--- config.mk ---
export PLATFORM = sky130hd
export DESIGN_NAME = fetch_ir
export DESIGN_NICKNAME = d
export VERILOG_FILES = /design/src/rtl/fetch_ir.sv
export SDC_FILE = /design/constraint.sdc
export NUM_CORES = 1
export LEC_CHECK = 0
export CAP_MARGIN = 20
export CORE_MARGIN = 2
export CORE_UTILIZATION = 36
export DETAILED_ROUTE_END_ITERATION = 6
export HOLD_SLACK_MARGIN = 0.12
export PLACE_DENSITY_LB_ADDON = 0.05
export SKIP_LAST_GASP = 1
export SYNTH_ARGS = -nofsm -noshare
export SYNTH_HDL_FRONTEND = slang
export SYNTH_SLANG_ARGS = --single-unit
--- constraint.sdc ---
create_clock -name clk_i -period 1.6 [get_ports clk_i]
set_clock_uncertainty 0.15 [all_clocks]
set_input_delay 0.24 -clock clk_i [delete_from_list [all_inputs] [get_ports clk_i]]
set_output_delay 0.24 -clock clk_i [all_outputs]
set_load 0.01 [all_outputs]
--- src/rtl/fetch_ir.sv ---
// Instruction fetch / instruction-register stage: captures the ROM word at the current PC each edge.
// Optional macro FETCH_FLUSH_EN squashes the jump slot into a bubble instead of executing it as a delay slot.
module fetch_ir #(
    parameter bit          LOG = 1'b0,
    parameter logic [47:0] NOP = 48'h0
) (
    input  logic        clk_i,
    input  logic        _MR_i,
    input  logic [7:0]  PCHI_i,
    input  logic [7:0]  PCLO_i,
    input  logic [47:0] rom_data_i,
    input  logic        _jump_taken_i,
    input  logic        _halt_i,
    output logic [15:0] rom_addr_o,
    output logic [47:0] IR_o,
    output logic [15:0] IR_PC_o,
    output logic        ir_valid_o,
    output logic        halted_o,
    output logic [15:0] fetch_count_o
);

    typedef enum logic [1:0] {
        RESET  = 2'd0,
        RUN    = 2'd1,
        BUBBLE = 2'd2,
        HALTED = 2'd3
    } state_t;

    state_t      state_q, state_d;
    logic [47:0] ir_q, ir_d;
    logic [15:0] irPc_q, irPc_d;
    logic        irValid_q, irValid_d;
    logic        halted_q, halted_d;
    logic [15:0] fetchCount_q, fetchCount_d;
    logic        flush;

    assign rom_addr_o = {PCHI_i, PCLO_i};

`ifdef FETCH_FLUSH_EN
    assign flush = ~_jump_taken_i;
`else
    // Without flushing the jump slot simply executes, so the jump strobe has no effect here.
    logic unused_jump_taken;
    assign unused_jump_taken = _jump_taken_i;
    assign flush = 1'b0;
`endif

    // Per-edge trace is produced by the surrounding environment; LOG only selects it.
    if (LOG) begin : g_log
    end

    always_comb begin
        state_d      = state_q;
        ir_d         = ir_q;
        irPc_d       = irPc_q;
        irValid_d    = irValid_q;
        halted_d     = halted_q;
        fetchCount_d = fetchCount_q;
        if (state_q != HALTED) begin
            if (!_halt_i) begin
                state_d   = HALTED;
                ir_d      = NOP;
                irValid_d = 1'b0;
                halted_d  = 1'b1;
            end else if (flush) begin
                state_d   = BUBBLE;
                ir_d      = NOP;
                irPc_d    = rom_addr_o;
                irValid_d = 1'b0;
            end else begin
                state_d      = RUN;
                ir_d         = rom_data_i;
                irPc_d       = rom_addr_o;
                irValid_d    = 1'b1;
                fetchCount_d = fetchCount_q + 16'd1;
            end
        end
    end

    always_ff @(posedge clk_i or negedge _MR_i) begin
        if (!_MR_i) begin
            state_q      <= RESET;
            ir_q         <= NOP;
            irPc_q       <= 16'h0000;
            irValid_q    <= 1'b0;
            halted_q     <= 1'b0;
            fetchCount_q <= 16'h0000;
        end else begin
            state_q      <= state_d;
            ir_q         <= ir_d;
            irPc_q       <= irPc_d;
            irValid_q    <= irValid_d;
            halted_q     <= halted_d;
            fetchCount_q <= fetchCount_d;
        end
    end

    assign IR_o          = ir_q;
    assign IR_PC_o       = irPc_q;
    assign ir_valid_o    = irValid_q;
    assign halted_o      = halted_q;
    assign fetch_count_o = fetchCount_q;

endmodule

==> results of run 1 <==
## final cells by class
class | count | area, sq um
flip-flops and latches | 84 | 2102
clock inverters | 6 | 71.32
well taps | 108 | 135.1
multi-input cells | 148 | 974.7
fillers | 785 | 3341
inverters | 2 | 7.507
repair buffers | 214 | 1952
clock buffers | 10 | 137.6
## flip-flops by register name, indices dropped and copies added (netlist names)
name and flops:
state_q 2, halted_o 1, IR_o 48, IR_PC_o 16, fetch_count_o 16, ir_valid_o 1
## power breakdown
group / switching (mW) / total [mW] / leakage (nW) / internal [mW]
sequential: 0.129 / 2.48 / 1.08 / 2.35
combinational: 0.596 / 1.36 / 1.67 / 0.766
clock: 0.788 / 1.57 / 0.0995 / 0.778
total: 1.51 / 5.41 / 2.85 / 3.89
## synthesized netlist by cell type, types with 2 or more instances
| master | n |
|---|---|
| buf_4 | 16 |
| clkbuf_1 | 6 |
| nand2_1 | 60 |
| nor3_1 | 2 |
| xor2_1 | 9 |
| nand4_1 | 5 |
| xnor2_1 | 6 |
| nor2_1 | 4 |
| buf_1 | 7 |
| dfrtp_1 | 84 |
| a22o_1 | 48 |
| nand3_1 | 3 |
## per-layer routing
layer	global-route usage	share of wire	up-vias
met4	0.06955	0.013	0
met3	0.04610	0.070	8
li1	-	-	1284
met5	0	0	-
met1	0.2319	0.44	1262
met2	0.2666	0.48	94
## repair_timing
action	4_1_cts	5_1_grt
buffers inserted	12	1
pin swaps	2	1
setup endpoints to repair	101	63
gates resized for setup	102	11
endpoints found under the hold margin	84	0
hold buffers	1	0
## worst max-delay path by stage
stage	cells past startpoint	slack, ps	end	from
6_report	4	-40	fetch_count_o[13]	state_q[0]
2_1_floorplan	5	-70	fetch_count_o[15]	state_q[0]
4_1_cts	5	-60	fetch_count_o[13]	fetch_count_o[8]
5_1_grt	4	-100	fetch_count_o[13]	state_q[0]
3_5_place_dp	5	-330	fetch_count_o[13]	_halt_i
3_3_place_gp	5	-290	fetch_count_o[15]	_halt_i
## cell families (layout without fill, tap and decap cells)
family | Yosys count | count (layout)
compound gates | 50 | 50
buf+inv | 33 | 232
simple gates | 81 | 81
flops | 84 | 84
fa+ha+maj | 1 | 1
other cells | 1 | 1
xor+xnor | 15 | 15
## metrics by stage
stage               area (sq um)  hold slack (ps)
floorplan                   3236           -205.6
global placement            5145            35.04
detailed placement          5145            41.49
CTS                         5348            197.8
global route                5380            223.8
finish                      5380            199.0
==> impl_metrics.py, run 1 <==
metrics = {
    "synth": {
        "postSynthAreaPerCell_sq_um": 12.21,
        "synth_top_area_cell": "dfrtp_1",
        "synthAdderAreaFrac": 0.003867,
        "synth_edf_count": 0,
        "ys_async_sr_fraction": 1.000,
        "synthSimpleGateAreaFrac": 0.1106,
        "synthCells": 265,
        "synth_compound_area_frac": 0.1346,
        "synth_xor_xnor_area_share": 0.04060,
        "syn_area_sq_um": 3236,
        "yosysSeqAreaShare": 0.6497,
        "synth_flop_cell": "dfrtp_1",
        "synth_top_family_by_area": "compound AO/OA/AOI/OAI gates",
        "syn_nets": 334,
        "yosysWarnings": 0,
        "synth_cell_types": 27,
        "synth_area_leaders": "dfrtp_1 65%, a22o_1 13%, nand2_1 7.0%, buf_4 3.7%, xor2_1 2.4%",
        "synth_seq_cells": 84,
        "synth_top_area_frac": 0.6497,
        "synthMuxAreaShare": 0,
    },
    "power_and_ir_drop": {
        "ir_drop_uv": 441.5,
        "p_leak_nw": 2.845,
        "p_total_mw": 5.407,
        "power.density_nw_per_um2": 1005,
    },
    "grt": {
        "grt.total_usage": 0.1725,
        "overflow": 0,
        "grt_max_degree": 53,
        "grt_pass1_vias": 2655,
        "antenna_found_initial": 0,
        "grt_pass1_wl_um": 13320,
    },
    "placement": {
        "dpl.hpwl_um": 5783,
        "pre_cts_ws_ps": -330.8,
        "place_congestion": 0.7833,
        "io_buffers": 164,
        "dp_cells": 542,
    },
    "critical_path": {
        "critPathLaunchType": "register",
        "setup.worst_path.class": "register to register",
        "cp-end-kind": "register",
        "r2r_setup_slack_ps": -40,
        "critical-path-top-delay-family": "simple AND/OR/NAND/NOR gates",
        "timing.rr.start": "state_q[0]",
        "cp_slowest_stage_delay_ps": 580,
        "worst_path_max_delay_cell": "or4_4",
        "timing.rr.end": "fetch_count_o[13]",
        "crit_arrival_ps": 1760,
        "ff2ff_path_depth": 4,
        "critical_path_buf_inv_count": 0,
        "cp_cell_sequence": "and2_4, or4_4, nor3_4, xor2_1",
        "crit_required_ps": 1720,
        "critPathMaxFanout": 4,
    },
    "finish": {
        "post-route-util": 0.6169,
        "layout_common_cells": "93 x dlygate4sd2_1, 84 x dfrtp_1, 65 x clkdlybuf4s50_1, 60 x nand2_1, 48 x a22o_1",
        "drive_gt1_frac": 0.1595,
        "final_cells": 572,
        "area_growth_pct": 66.28,
        "fin_nets": 528,
        "antenna_cells": 0,
        "layout_commonest_cell": "dlygate4sd2_1",
    },
    "clock_network": {
        "clk_pin_slew_ps": 90,
        "clk_latency_ps": 340,
        "clock-sinks": 84,
        "cts_made_buffers": 9,
        "tritoncts": "built",
        "cts_buffer_depth": 2,
        "root_buffer": "clkbuf_8",
        "htreeDepth": 3,
    },
    "timing": {
        "slew_viol_final": 0,
        "fin_crit_sh": 1.025,
        "max_slew_margin": 0.6443,
        "fmax_mhz": 609.8,
        "worstMarginPinSlew_ps": 533.5,
        "finalCriticalPeriod_ps": 1640,
        "setup_viol": 1,
        "rsz0062_at_grt": "true",
        "final.setup.worst_slack_ps": -39.98,
        "finalSetupTns_ps": -39.98,
        "hold_violations": 0,
    },
    "floorplan": {
        "io_pins": 166,
        "rows": 34,
        "dieArea_sq_um": 9762,
        "die_x_um": 98.81,
        "die_h_um": 98.81,
        "core-area_sq_um": 8721,
        "start_util": 0.3710,
    },
    "route": {
        "wl_per_cell_um": 14.51,
        "drc": 0,
        "vias": 2648,
        "ant_nets": 0,
        "wl_um": 8301,
        "vias_per_cell": 4.629,
        "drt_iter0_markers": 80,
        "first_pass_iters": 4,
    },
    "worst_hold_path": {
        "hold_path_class": "input port to async pin",
    },
    "flow_run": {
        "cap_violations": 0,
    },
    "status": {
        "violations": "setup timing",
        "outcome": "complete, but fails checks",
    },
}
Note: power is estimated with default switching activity, not from simulation.
==> run 2, diff against run 1 <==
--- a/config.mk
+++ b/config.mk
@@ -9,7 +9,7 @@
 export CORE_MARGIN = 2
 export CORE_UTILIZATION = 36
 export DETAILED_ROUTE_END_ITERATION = 6
-export HOLD_SLACK_MARGIN = 0.12
+export GPL_TIMING_DRIVEN = 0
 export PLACE_DENSITY_LB_ADDON = 0.05
 export SKIP_LAST_GASP = 1
 export SYNTH_ARGS = -nofsm -noshare
==> run 2 against run 1 <==
The flow still finishes with violations (setup timing). Power increased by 2.5%. Via count up 1.3%. Die area stayed put. Sequential power is 2% higher. Worst hold slack improved by 37 ps. Routed wire length increased by 1.5%. Clock-buffer cell count is the same. Final area shrank 0.65%. Sequential share of layout area is 0.33 points higher.
==> impl_metrics.py, run 2 (synthesis results as in run 1) <==
metrics = {
    "finish": {
        "layout_common_cells": "98 x dlygate4sd2_1, 81 x dfrtp_1, 65 x clkdlybuf4s50_1, 60 x nand2_1, 48 x a22o_1",
        "multiInputGateArea_sq_um": 984.7,
        "final_cells": 570,
        "area_growth_pct": 65.20,
        "post-route-util": 0.6129,
        "fill_cells": 804,
        "ff_latch_area_sq_um": 2106,
        "layout_commonest_cell": "dlygate4sd2_1",
        "drive_gt1_frac": 0.1580,
        "largest_register_ff_count": 48,
        "fin_nets": 526,
        "antenna_cells": 0,
    },
    "clock_network": {
        "clk_pin_slew_ps": 80,
        "htreeDepth": 3,
        "tritoncts": "built",
        "clock-sinks": 84,
        "cts_buffer_depth": 2,
        "cts_made_buffers": 9,
        "clk_latency_ps": 330,
        "root_buffer": "clkbuf_8",
    },
    "placement": {
        "dp_cells": 538,
        "dpl.hpwl_um": 5901,
        "io_buffers": 164,
        "pre_cts_ws_ps": -697.1,
        "place_congestion": 0.7265,
    },
    "critical_path": {
        "crit_required_ps": 1720,
        "critPathMaxFanout": 6,
        "setup.worst_path.class": "register to register",
        "cp_slowest_stage_delay_ps": 490,
        "cp-end-kind": "register",
        "critPathLaunchType": "register",
        "critical-path-top-delay-family": "simple AND/OR/NAND/NOR gates",
        "crit_arrival_ps": 1800,
        "cp_cell_sequence": "and2_4, buf_6, or4_4, nor3_4, xor2_1",
        "critical_path_buf_inv_count": 1,
        "worst_path_max_delay_cell": "or4_4",
    },
    "timing": {
        "slew_viol_final": 0,
        "hold_violations": 0,
        "final.setup.worst_slack_ps": -73.24,
        "finalCriticalPeriod_ps": 1673,
        "rsz0062_at_grt": "true",
        "setup_viol": 4,
        "worst_hold_slack_ps": 236.1,
        "fmax_mhz": 597.6,
        "fin_crit_sh": 1.046,
    },
    "route": {
        "vias_per_cell": 4.705,
        "ant_nets": 0,
        "wl_per_cell_um": 14.78,
        "drc": 0,
        "drt_iter0_markers": 47,
        "first_pass_iters": 6,
        "wl_um": 8426,
        "vias": 2682,
    },
    "power_and_ir_drop": {
        "power.density_nw_per_um2": 1037,
        "ir_drop_uv": 420.8,
        "p_leak_nw": 2.819,
        "p_total_mw": 5.542,
    },
    "floorplan": {
        "die_h_um": 98.81,
        "dieArea_sq_um": 9762,
        "rows": 34,
        "start_util": 0.3710,
        "core-area_sq_um": 8721,
        "io_pins": 166,
        "die_x_um": 98.81,
    },
    "grt": {
        "grt_max_degree": 51,
        "antenna_found_initial": 0,
        "overflow": 0,
        "grt_pass1_vias": 2764,
        "grt_pass1_wl_um": 13700,
        "grt.total_usage": 0.1746,
    },
    "flow_run": {
        "cap_violations": 0,
    },
    "worst_hold_path": {
        "hold_path_class": "input port to async pin",
    },
    "status": {
        "violations": "setup timing",
        "outcome": "complete, but fails checks",
    },
}
-- run 2: changes by cell type in the layout (fill, tap and decap cells not counted), moves of 2 or more --
cell and delta:
nor3_2 +2, buf_2 +4, dfrtp_2 +3, clkbuf_1 +6, buf_12 -2, dlygate4sd2_1 +5, buf_4 -12, nor3_1 -2
dfrtp_1 -3, clkbuf_2 +2, bufinv_16 +2, clkdlybuf4s15_1 -4
-- run 2: path summary, 6_finish.rpt --
kind	slack, ps	from	endpoint	depth (start not counted)
worst max-delay path	-70	state_q[0]	fetch_count_o[13]	5
worst min-delay path	240	_MR_i	fetch_count_o[12]	2
worst max register to register	-70	state_q[0]	fetch_count_o[13]	5
worst min register to register	320	fetch_count_o[15]	fetch_count_o[15]	1
max in group asynchronous	460	_MR_i	IR_o[27]	3
min in group clk_i	300	PCLO_i[6]	IR_PC_o[6]	3
-- run 2: final cells by class --
cell class	count	share of cell area
clock inverters	6	0.02083
inverters	2	0.001873
flip-flops and latches	84	0.3940
multi-input cells	148	0.1842
repair buffers	181	0.3120
plain buffers	31	0.03792
clock buffers	10	0.02388
well taps	108	0.02528
-- run 2: report_power, final --
part	switching (mW)	internal [mW]
clock network	0.763	1.04
registers	0.173	2.35
logic	0.547	0.664
-- run 2: routing by layer --
| layer | GRT usage | vias up | wire length, um |
|---|---|---|---|
| li1 | - | 1285 | - |
| met1 | 0.2314 | 1298 | 3707 |
| met2 | 0.2801 | 90 | 3995 |
| met3 | 0.04468 | 9 | 622 |
| met4 | 0.06006 | 0 | 100 |
| met5 | 0 | - | 0 |
-- run 2: repair_timing --
action / CTS / global route
setup buffers: 11 / 3
endpoints found under the hold margin: 34 / 0
pin swaps: 3 / 2
gates resized for setup: 115 / 13
setup endpoints to repair: 177 / 53
gates cloned: 0 / 1
hold buffers: 1 / 0
-- run 2: metrics by stage --
step / TNS, ps / instance area (sq um)
final: -180.3 / 5345
after global routing: -577.2 / 5345
after CTS: -140.6 / 5290
after detailed placement: -38160 / 5037
after global placement: -283980 / 5012
after floorplan: -188.4 / 3236
